--- src/rtl/tx_scrambler.sv ---
// tx_scrambler
//   Self-synchronous 64b/66b transmit scrambler, polynomial 1 + x^39 + x^58.
//   The 64-bit payload is scrambled LSB first, all 64 steps in one cycle.
//   The 2-bit sync header passes through untouched. A single output register
//   stage with combinational ready gives back-to-back throughput. A saturating
//   counter tracks accepted blocks carrying an illegal header (2'b00 / 2'b11).
//
// Ports
//   tx_clk          clock, rising edge
//   tx_rst          asynchronous reset, active low
//   data_in         unscrambled block {header[1:0], payload[63:0]}
//   data_valid_in   data_in valid
//   data_ready_out  block can accept data_in this cycle
//   data_out        scrambled block (registered)
//   data_valid_out  data_out valid
//   data_ready_in   downstream accepts data_out this cycle
//   bypass          pass the payload unscrambled, sampled per accepted block
//   cnt_clear       synchronous clear of bad_hdr_cnt (wins over increment)
//   bad_hdr_cnt     saturating count of illegal headers

module tx_scrambler #(
    parameter int          DATA_WIDTH = 66,
    parameter logic [57:0] SEED       = 58'h3FF_FFFF_FFFF_FFFF,
    parameter int          CNT_WIDTH  = 16
) (
    input  logic                  tx_clk,
    input  logic                  tx_rst,
    input  logic [DATA_WIDTH-1:0] data_in,
    input  logic                  data_valid_in,
    output logic                  data_ready_out,
    output logic [DATA_WIDTH-1:0] data_out,
    output logic                  data_valid_out,
    input  logic                  data_ready_in,
    input  logic                  bypass,
    input  logic                  cnt_clear,
    output logic [CNT_WIDTH-1:0]  bad_hdr_cnt
);

    logic [57:0]           lfsr_q, lfsr_d;
    logic [DATA_WIDTH-1:0] dout_q, dout_d;
    logic                  dv_q, dv_d;
    logic [CNT_WIDTH-1:0]  cnt_q, cnt_d;

    logic [57:0]           lfsr_next;
    logic [63:0]           pay_scr;
    logic [1:0]            hdr;
    logic                  accept;
    logic                  consume;
    logic                  hdr_bad;

    assign hdr            = data_in[DATA_WIDTH-1:DATA_WIDTH-2];
    assign data_ready_out = !dv_q || data_ready_in;
    assign accept         = data_valid_in && data_ready_out;
    assign consume        = dv_q && data_ready_in;
    assign hdr_bad        = (hdr == 2'b00) || (hdr == 2'b11);

    // Unrolled bit-serial scrambler: each scrambled bit is fed back into
    // the state before the next payload bit is processed.
    always_comb begin
        logic s_bit;
        lfsr_next = lfsr_q;
        pay_scr   = '0;
        s_bit     = 1'b0;
        for (int i = 0; i < 64; i++) begin
            s_bit      = data_in[i] ^ lfsr_next[38] ^ lfsr_next[57];
            pay_scr[i] = s_bit;
            lfsr_next  = {lfsr_next[56:0], s_bit};
        end
    end

    always_comb begin
        dout_d = dout_q;
        dv_d   = dv_q;
        lfsr_d = lfsr_q;
        if (accept) begin
            dout_d[DATA_WIDTH-1:DATA_WIDTH-2] = hdr;
            dout_d[63:0] = bypass ? data_in[63:0] : pay_scr;
            dv_d         = 1'b1;
            // A bypassed block leaves the scrambler state untouched so the
            // descrambler stays aligned with the scrambled stream.
            if (!bypass) begin
                lfsr_d = lfsr_next;
            end
        end else if (consume) begin
            dv_d = 1'b0;
        end
    end

    always_comb begin
        cnt_d = cnt_q;
        if (cnt_clear) begin
            cnt_d = '0;
        end else if (accept && hdr_bad && (cnt_q != {CNT_WIDTH{1'b1}})) begin
            cnt_d = cnt_q + 1'b1;
        end
    end

    always_ff @(posedge tx_clk or negedge tx_rst) begin
        if (!tx_rst) begin
            lfsr_q <= SEED;
            dout_q <= '0;
            dv_q   <= 1'b0;
            cnt_q  <= '0;
        end else begin
            lfsr_q <= lfsr_d;
            dout_q <= dout_d;
            dv_q   <= dv_d;
            cnt_q  <= cnt_d;
        end
    end

    assign data_out       = dout_q;
    assign data_valid_out = dv_q;
    assign bad_hdr_cnt    = cnt_q;

endmodule

--- config.mk ---
export PLATFORM = sky130hd
export DESIGN_NAME = tx_scrambler
export DESIGN_NICKNAME = d
export VERILOG_FILES = /design/src/rtl/tx_scrambler.sv
export SDC_FILE = /design/constraint.sdc
export NUM_CORES = 1
export LEC_CHECK = 0
export CORE_ASPECT_RATIO = 1.5
export CORE_MARGIN = 5
export CORE_UTILIZATION = 48
export CTS_BUF_LIST = sky130_fd_sc_hd__clkbuf_8 sky130_fd_sc_hd__clkbuf_16
export DETAILED_ROUTE_END_ITERATION = 10
export HOLD_SLACK_MARGIN = 0.03
export PLACE_DENSITY = 0.81
export SYNTH_ARGS = -nofsm -noshare
export SYNTH_HDL_FRONTEND = slang
export SYNTH_SLANG_ARGS = --single-unit
--- constraint.sdc ---
create_clock -name tx_clk -period 4 [get_ports tx_clk]
set_input_delay 0.8 -clock tx_clk [delete_from_list [all_inputs] [get_ports tx_clk]]
set_output_delay 0.8 -clock tx_clk [all_outputs]
set_load 0.02 [all_outputs]
======== Word-level counts from Yosys, hierarchy flattened ========
Index checks and enable logic that the tools add are counted.
operators by class
  add/sub/neg operators ................... 1
  equality and inequality tests ........... 2
  muxes and demuxes ....................... 5
  bitwise operators ....................... 129
  reductions and logical operators ........ 11
operators by type and width
  cell                                                              count
  1-bit XOR                                                         128
  64-bit 2-to-1 mux                                                 1
  16-bit 2-to-1 mux                                                 2
  16-bit by 1-bit adder with 16-bit output (second input constant)  1
  16-bit inequality test (second input constant)                    1
  1-bit logical AND                                                 4
  2-bit nonzero test                                                2
  2-bit equality test (second input constant)                       1
  2-bit logical NOT                                                 1
  1-bit logical OR                                                  2
  1-bit 2-to-1 mux                                                  2
  2-bit AND reduction                                               1
  1-bit logical NOT                                                 1
  1-bit NOT                                                         1
word-level totals
  register bits ........................... 141
  output and inout port bits .............. 84
  logic and storage cells ................. 152

======== Depth between registers and ports, before layout ========
Gate-level depths: netlist of run 1.
  depth after elaboration ................. 7
  mapped depth ............................ 8
  mapped depth without buffers ............ 5

======== Worst setup path after synthesis of run 1 ========
OpenSTA, ideal clock, no wires.
  kind .................................... in2reg
  from .................................... input port data_ready_in
  to ...................................... register cnt_q[12] (netlist: bad_hdr_cnt[12])
  library setup time ...................... 0.125 ns
  data arrival time ....................... 2.059 ns
  data required time ...................... 3.875 ns
  path slack .............................. 1.817 ns
  stages .................................. 6
  cell sequence ........................... nand2b_1 buf_2 nand3_1 clkbuf_1 nor4_1 mux2_2
between the ends
  word-level cells in the longest chain between the ends .. 5
ends and longest elaborated chain
  item                                 RTL line  RTL
  start, declared                      33        input logic data_ready_in,
  1-bit logical OR                     52        assign data_ready_out = !dv_q || data_ready_in;
  net data_ready_out                   30        output logic data_ready_out,
  1-bit logical AND                    53        assign accept = data_valid_in && data_ready_out;
  1-bit logical AND (2 in series)      93        end else if (accept && hdr_bad && (cnt_q != {CNT_WIDTH{1'b1}})) begin
  2-bit nonzero test (no source line)  n/a
  end signal, assigned                 108       cnt_q <= cnt_d;
  end, declared                        42        logic [CNT_WIDTH-1:0] cnt_q, cnt_d;
The timed path passes the listed nets, and every way through them passes these cells.
A chain may end at the register's enable or synchronous reset.

======== Worst setup path in the final report of run 1 ========
  from .................................... input port data_ready_in
  to ...................................... output port data_ready_out
between the ends
  word-level cells in the longest chain between the ends .. 1
ends and longest elaborated chain
  item              RTL line
  1-bit logical OR  52
  end, declared     30
No other way between the ends.

==> out/results.ini, run 1 <==
[clock_network]
clock_path_buffers=2
cts_root_buf=clkbuf_16
cts_tree=yes
htreeDepth=4
clock-sinks=141
cts_buffers=17
post_cts_buffers=0
clkLatencyLatePin_ps=420
postCtsHoldBufs=0
cts_resized=0
clk_pin_slew_ps=60

[final_layout]
nFillCells=1264
syn2layout_area_growth_pct=29.7
multiInputGateArea_mm2=0.00398
diodes=0
fin_nets=957
final_area_mm2=0.0101
layout-drive-gt1-share=0.161
seqCellArea_mm2=0.00360
final_cells=1103
final_util=0.628

[timing]
max_slew_margin=0.344
setup_viol=0
fin_crit_sh=0.753
fmax_mhz=332
tightest_slew_ps=984
fin_worst_skew_ps=14.8
hold_ws_ps=472
setup_tns_ps=0
rsz0062_at_grt=false
period_minus_slack_ps=3010
hold_viol=0
setup_ws_ps=989
drv_slew=0

[place]
hpwlAfterDp_mm=14.7
gp_congestion=0.820
portBuffers=155
dp_slack_ps=994
dp_cells=1071
placed_area_mm2=0.00946

[setup_path]
crit_arrival_ps=2210
path_max_fanout=7
cp_slowest_cell=clkdlybuf4s50_1
crit_top_cell=clkdlybuf4s50_1
max_stage_delay_ps=690
crit_type=input pin to primary output
start_kind=input pin
r2r-end=bad_hdr_cnt[13]
r2r_slack_ps=1860
reg2reg_depth=4
critPathCaptureType=primary output
worst_ep_required_time_ps=3200
cp_cell_sequence=clkdlybuf4s50_1 > nand2b_1 > clkdlybuf4s50_1
r2r-start=bad_hdr_cnt[3]
critPathBufInv=2
cp_top_family=buffers and inverters

[floorplan]
start_util=0.484
die_area_mm2=0.0189
core-area_mm2=0.0160
rows=57
die_h_um=166
io_pins=156
die_w_um=114

[yosys]
syn_avg_cell_area_um2=10.4
synthFlopType=dfrtp_1
postSynth.asyncResetShare=1.00
synth_top_cell_area_share=0.267
synth_area_leaders=dfrtp_1, dfstp_2, xnor2_1
synth_edf_count=0
synth_top_area_cell=dfrtp_1
yosysWarningCount=0
synth.cell_area_mm2=0.00777
syn_inst=746
seq_area_frac_synth=0.464
ys_ff_latch=141
synth_nets=819
netlist-cell-type-count=38

[hold_path]
min-delay-path-class=flop to flop
whs_path_depth=2
hp-start=data_out[65]
holdPathEnd=data_out[65]

[routing]
drtIter0Drc=359
drt_pass1_iterations=4
drc=0
wire_per_inst_um=18.4
via_count=5880
routed_via_density=5.33
wirelength_mm=20.3
ant_nets=0

[flow_run]
cap_violations=0

[pwr]
comb_power_share=0.474
pwr-share-clk=0.196
power_density_mw_per_mm2=837
totalPowerFinal_mw=8.42
peakVddDrop_mv=0.446
p_sw_mw=3.21
internal_power_mw=5.22
seq_power_share=0.330
sw_frac_of_total=0.381
p_leak_nw=4.01

[global_route]
grt_max_degree=106
grt_pass1_wl_mm=32.4
antenna_found_initial=0
overflow=0
grt_usage=0.219
grt_pass1_vias=6116

[outcome]
status=finished, final reports clean

-- registers in the layout, indices dropped and copies added (netlist names) --
| signal | count |
|---|---|
| data_out | 66 |
| lfsr_q | 58 |
| bad_hdr_cnt | 16 |
| data_valid_out | 1 |
-- worst reg2reg max path: cells and delay by family, from the launching register on --
family           cells  cell delay, ps
and+or+nand+nor      3            1210
DFF                  1             460
muxes                1             350
-- layout by cell type (no fill, tap or decap), types with 4 or more instances in the layout --
master | Yosys | routed
clkdlybuf4s50_1 | 0 | 153
xnor2_1 | 115 | 115
dfrtp_1 | 83 | 83
o21ai_0 | 80 | 80
nand2_1 | 78 | 77
dfstp_2 | 58 | 58
nor2_1 | 48 | 48
mux2_2 | 36 | 36
nand3_1 | 33 | 33
or3_1 | 28 | 28
xor2_1 | 26 | 26
mux2i_1 | 26 | 26
clkbuf_16 | 0 | 17
xor3_1 | 13 | 13
and2_1 | 14 | 13
a31oi_1 | 12 | 12
a21oi_1 | 9 | 9
nor2b_1 | 7 | 7
nor4_1 | 6 | 6
o31ai_1 | 6 | 6
buf_4 | 0 | 6
inv_6 | 0 | 4
-- worst max path at each step --
stage / from / endpoint / depth (start not counted)
after floorplan: data_ready_in / bad_hdr_cnt[12] / 6
after global placement: data_ready_in / data_ready_out / 3
after detailed placement: data_ready_in / data_ready_out / 3
after CTS: data_ready_in / data_ready_out / 3
after global routing: data_ready_in / data_ready_out / 3
final: data_ready_in / data_ready_out / 3
-- layout make-up --
class	count	share of cell area
Clock buffer	17	0.0422
Clock inverter	15	0.0185
Inverter	1	0.000373
Multi-Input combinational cell	561	0.396
Sequential cell	141	0.358
Tap cell	206	0.0256
Timing Repair Buffer	162	0.160
-- power groups by stage --
stage / Sequential [mW] / Combinational, mW / Clock [mW]
final: 2.78 / 4.00 / 1.65
after CTS: 2.78 / 4.05 / 1.67
after floorplan: 2.96 / 2.40 / 0
after global placement: 2.78 / 3.93 / 0
after global routing: 2.86 / 4.32 / 1.73
after detailed placement: 2.79 / 4.02 / 0
-- routing by layer --
metal | wire, µm | part of all wire | track usage
met3 | 871 | 0.043 | 0.0357
met2 | 11000 | 0.54 | 0.395
met1 | 7510 | 0.37 | 0.250
met5 | 0 | 0 | 0
met4 | 857 | 0.042 | 0.101
-- cell families after synthesis --
group | synth area share
xor gates and xnor gates | 0.199
adders and majority gates | 0.00161
and+or+nand+nor | 0.149
DFF | 0.464
AOI/OAI and AO/OA | 0.0728
buffers and inverters | 0.0238
muxes | 0.0901
-- cell usage after synthesis (14+ instances only) --
| cell type | count |
|---|---|
| mux2i_1 | 26 |
| o21ai_0 | 80 |
| dfrtp_1 | 83 |
| dfstp_2 | 58 |
| or3_1 | 28 |
| nand2_1 | 78 |
| nor2_1 | 48 |
| clkbuf_1 | 32 |
| xor2_1 | 26 |
| nand3_1 | 33 |
| xnor2_1 | 115 |
| mux2_2 | 36 |
| and2_1 | 14 |
Note: power is estimated with default switching activity, not from simulation.
==> inputs of run 2 (changes only) <==
==> constraint.sdc (replaced) <==
create_clock -name tx_clk -period 2.97 [get_ports tx_clk]
set_input_delay 0.594 -clock tx_clk [delete_from_list [all_inputs] [get_ports tx_clk]]
set_output_delay 0.594 -clock tx_clk [all_outputs]
set_load 0.02 [all_outputs]
==> out/results.ini, run 2 (synthesized netlist as in run 1, its figures left out) <==
[routing]
drtIter0Drc=414  ; was 359
drc=0  ; unchanged
wire_per_inst_um=18.4  ; about the same
wirelength_mm=20.4  ; was 20.3 mm
via_count=5871  ; was 5880
routed_via_density=5.30  ; was 5.33
ant_nets=0  ; unchanged
drt_pass1_iterations=4  ; unchanged

[setup_path]
max_stage_delay_ps=690  ; about the same
start_kind=input pin  ; unchanged
cp_slowest_cell=clkdlybuf4s50_1  ; unchanged
crit_arrival_ps=2000  ; was 2210 ps
worst_ep_required_time_ps=2380  ; was 3200 ps
crit_type=input pin to primary output  ; unchanged
r2r_slack_ps=830  ; was 1860 ps
cp_cell_sequence=clkdlybuf4s50_1 > nand2b_1 > clkdlybuf4s50_1  ; unchanged
critPathCaptureType=primary output  ; unchanged
crit_top_cell=clkdlybuf4s50_1  ; unchanged
path_max_fanout=7  ; unchanged

[outcome]
status=finished, final reports clean  ; unchanged

[timing]
tightest_slew_ps=822  ; was 984 ps
rsz0062_at_grt=false  ; unchanged
period_minus_slack_ps=2590
fmax_mhz=386
setup_ws_ps=378  ; was 989 ps
setup_tns_ps=0  ; unchanged
fin_crit_sh=0.873
fin_worst_skew_ps=14.4  ; was 14.8 ps
setup_viol=0  ; unchanged
hold_viol=0  ; unchanged
drv_slew=0  ; unchanged
max_slew_margin=0.448  ; was 0.344

[clock_network]
postCtsHoldBufs=0  ; unchanged
clk_pin_slew_ps=60  ; about the same
clock_path_buffers=2  ; unchanged
cts_buffers=17  ; unchanged
cts_resized=0  ; unchanged
clock-sinks=141  ; unchanged
post_cts_buffers=0  ; unchanged
htreeDepth=4  ; unchanged
cts_root_buf=clkbuf_16  ; unchanged
cts_tree=yes  ; unchanged
clkLatencyLatePin_ps=420  ; about the same

[floorplan]
start_util=0.484  ; unchanged
die_h_um=166  ; unchanged
die_w_um=114  ; unchanged
die_area_mm2=0.0189  ; unchanged
core-area_mm2=0.0160  ; unchanged
io_pins=156  ; unchanged
rows=57  ; unchanged

[global_route]
overflow=0  ; unchanged
grt_pass1_vias=6177  ; was 6116
grt_usage=0.222  ; was 0.219
antenna_found_initial=2  ; was 0
grt_pass1_wl_mm=32.8  ; was 32.4 mm
grt_max_degree=85  ; was 106

[pwr]
sw_frac_of_total=0.387  ; was 0.381
internal_power_mw=6.81  ; was 5.22 mW
seq_power_share=0.335  ; was 0.330
pwr-share-clk=0.177  ; was 0.196
power_density_mw_per_mm2=1100  ; was 837 mW/mm²
p_leak_nw=4.02  ; was 4.01 nW
p_sw_mw=4.31  ; was 3.21 mW
peakVddDrop_mv=0.636  ; was 0.446 mV
comb_power_share=0.488  ; was 0.474

[final_layout]
diodes=0  ; unchanged
final_common_cell=clkdlybuf4s50_1  ; unchanged
layout_common_cells=clkdlybuf4s50_1, xnor2_1, dfrtp_1  ; unchanged
syn2layout_area_growth_pct=29.8  ; was 29.7%
layout-drive-gt1-share=0.164  ; was 0.161
fin_nets=962  ; was 957
largest_reg_flops=66  ; unchanged

[flow_run]
cap_violations=0  ; unchanged

[place]
gp_congestion=0.802  ; was 0.820
hpwlAfterDp_mm=14.8  ; was 14.7 mm
dp_slack_ps=316  ; was 994 ps
portBuffers=155  ; unchanged

[hold_path]
min-delay-path-class=input pin to asynchronous set/reset pin  ; was flop to flop

==> run 2: per-stage QoR <==
stage | util | hold WS (ps) | power [mW] | instances | area [µm²]
after CTS | 0.628 | 207 | 11.2 | 1108 | 10100
after global routing | 0.628 | 228 | 11.8 | 1108 | 10100
final | 0.628 | 178 | 11.1 | 1108 | 10100
after detailed placement | 0.594 | 470 | 9.19 | 1076 | 9530
after floorplan | - | 298 | 7.21 | 746 | 7770
after global placement | 0.594 | 459 | 9.07 | 1076 | 9530
==> run 2: per-layer routing <==
layer / track usage / vias to the layer above / wire [µm]
li1: - / 2825 / -
met3: 0.0408 / 48 / 849
met2: 0.404 / 153 / 11100
met5: 0 / - / 24
met1: 0.248 / 2841 / 7620
met4: 0.0997 / 4 / 821
==> run 2: cell type report <==
class,instances,area [µm²]
tap,206,258
sequential,141,3600
multi-input combinational,561,3980
fill,1308,5970
clock buffer,19,453
timing repair buffer,167,1690
clock inverter,13,91.3
inverter,1,3.75
==> run 2: worst paths after layout <==
kind / cells after the start / start / endpoint
worst max-delay path: 3 / data_ready_in / data_ready_out
worst min register to register: 2 / data_out[19] / data_out[19]
worst max register to register: 4 / bad_hdr_cnt[3] / bad_hdr_cnt[15]
max in group asynchronous: 2 / tx_rst / lfsr_q[40]
worst min-delay path: 1 / tx_rst / data_out[31]
min in group tx_clk: 2 / data_out[19] / data_out[19]
==> run 2: power groups by stage <==
stage	sequential, mW	clock (mW)	combinational [mW]
finish	3.72	1.97	5.42
global route	3.84	2.08	5.89
CTS	3.73	2.00	5.51
detailed placement	3.75	0	5.44
global placement	3.72	0	5.35
floorplan	3.99	0	3.23
==> run 2: worst max-delay path: cells and delay by family <==
family                 cells  cell delay, ps
buffers and inverters      2            1140
AND/OR/NAND/NOR            1             260
==> inputs of run 3 (changes only) <==
--- a/config.mk
+++ b/config.mk
@@ -7,11 +7,11 @@
 export LEC_CHECK = 0
 export CORE_ASPECT_RATIO = 1.5
 export CORE_MARGIN = 5
-export CORE_UTILIZATION = 48
+export CORE_UTILIZATION = 50
 export CTS_BUF_LIST = sky130_fd_sc_hd__clkbuf_8 sky130_fd_sc_hd__clkbuf_16
 export DETAILED_ROUTE_END_ITERATION = 10
 export HOLD_SLACK_MARGIN = 0.03
-export PLACE_DENSITY = 0.81
+export PLACE_DENSITY = 0.84
 export SYNTH_ARGS = -nofsm -noshare
 export SYNTH_HDL_FRONTEND = slang
 export SYNTH_SLANG_ARGS = --single-unit
==> out/results.ini, run 3 (synthesized netlist as in run 1, its figures left out) <==
[outcome]
status=finished, final reports clean  ; unchanged

[clock_network]
cts_tree=yes  ; unchanged
cts_root_buf=clkbuf_16  ; unchanged
clkLatencyLatePin_ps=430  ; was 420 ps
cts_buffers=17  ; unchanged
post_cts_buffers=0  ; unchanged
postCtsHoldBufs=0  ; unchanged
clk_pin_slew_ps=60  ; about the same
htreeDepth=4  ; unchanged
cts_resized=0  ; unchanged
clock_path_buffers=2  ; unchanged
clock-sinks=141  ; unchanged

[setup_path]
crit_arrival_ps=1920  ; was 2000 ps
start_kind=input pin  ; unchanged
crit_type=input pin to primary output  ; unchanged
worst_ep_required_time_ps=2380  ; about the same
path_max_fanout=7  ; unchanged
critPathCaptureType=primary output  ; unchanged

[floorplan]
rows=55  ; was 57
die_h_um=163  ; was 166 µm
io_pins=156  ; unchanged
core-area_mm2=0.0152  ; was 0.0160 mm²
die_area_mm2=0.0182  ; was 0.0189 mm²
start_util=0.511  ; was 0.484
die_w_um=112  ; was 114 µm

[final_layout]
nFillCells=1147  ; was 1308
final_util=0.668  ; was 0.628
fin_nets=963  ; was 962
layout_common_cells=clkdlybuf4s50_1, xnor2_1, dfrtp_1  ; unchanged
final_common_cell=clkdlybuf4s50_1  ; unchanged
largest_reg_flops=66  ; unchanged
diodes=0  ; unchanged
layout-drive-gt1-share=0.164  ; about the same
syn2layout_area_growth_pct=30.7  ; was 29.8%

[place]
portBuffers=155  ; unchanged
gp_congestion=0.810  ; was 0.802
dp_slack_ps=340  ; was 316 ps
hpwlAfterDp_mm=15.2  ; was 14.8 mm

[routing]
drtIter0Drc=319  ; was 414
wire_per_inst_um=18.6  ; was 18.4 µm
ant_nets=0  ; unchanged
wirelength_mm=20.5  ; was 20.4 mm
via_count=5963  ; was 5871
routed_via_density=5.41  ; was 5.30
drt_pass1_iterations=7  ; was 4
drc=0  ; unchanged

[timing]
setup_viol=0  ; unchanged
drv_slew=0  ; unchanged
rsz0062_at_grt=false  ; unchanged
fmax_mhz=398  ; was 386 MHz
setup_ws_ps=460  ; was 378 ps
tightest_slew_ps=838  ; was 822 ps
max_slew_margin=0.442  ; was 0.448
setup_tns_ps=0  ; unchanged
period_minus_slack_ps=2510  ; was 2590 ps
fin_crit_sh=0.845  ; was 0.873
fin_worst_skew_ps=9.89  ; was 14.4 ps
hold_viol=0  ; unchanged

[flow_run]
cap_violations=0  ; unchanged

[global_route]
antenna_found_initial=0  ; was 2
grt_pass1_wl_mm=32.4  ; was 32.8 mm
overflow=0  ; unchanged
grt_pass1_vias=6095  ; was 6177
grt_max_degree=78  ; was 85
grt_usage=0.230  ; was 0.222

[pwr]
power_density_mw_per_mm2=1130  ; was 1100 mW/mm²
totalPowerFinal_mw=11.5  ; was 11.1 mW
peakVddDrop_mv=0.622  ; was 0.636 mV
p_leak_nw=4.07  ; was 4.02 nW

[hold_path]
min-delay-path-class=input pin to asynchronous set/reset pin  ; unchanged

==> run 3: final cells by class <==
class                           count  area (µm²)  area share
Multi-Input combinational cell    561        3980       0.392
Tap cell                          199         249      0.0245
Inverter                            1        3.75    0.000370
Sequential cell                   141        3600       0.355
Clock inverter                     12         143      0.0140
Clock buffer                       20         478      0.0471
Timing Repair Buffer              168        1700       0.167
==> run 3: critical path, cell delays in order <==
cell and delay [ps]:
clkdlybuf4s50_1 440, nand2b_1 230, clkdlybuf4s50_1 650
==> run 3: worst paths after layout <==
path | from | to | slack [ps] | cells after the start
worst max register to register | bad_hdr_cnt[3] | bad_hdr_cnt[13] | 820 | 4
min in group tx_clk | data_out[8] | data_out[8] | 480 | 2
max in group asynchronous | tx_rst | lfsr_q[21] | 2030 | 2
worst min register to register | data_out[8] | data_out[8] | 480 | 2
worst min-delay path | tx_rst | bad_hdr_cnt[5] | 160 | 1
worst max-delay path | data_ready_in | data_ready_out | 460 | 3
==> run 3: power by group <==
group          total [mW]  switching, mW  internal (mW)
Combinational        5.50           2.81           2.69
Clock                2.22          0.813           1.41
Sequential           3.73          0.724           3.01
Total                11.5           4.35           7.11
==> run 3: routing by layer <==
metal	track usage	share of wire	vias to the layer above
li1	-	-	2837
met1	0.256	0.37	2898
met2	0.413	0.54	183
met3	0.0498	0.047	45
met4	0.113	0.041	0
met5	0	0	-
==> run 3: stage by stage <==
stage	cell area (µm²)	hold slack, ps	std cells
6_report	10200	164	1102
5_1_grt	10200	207	1102
4_1_cts	10200	184	1102
3_5_place_dp	9530	470	1070
3_3_place_gp	9530	459	1070
2_1_floorplan	7770	298	746
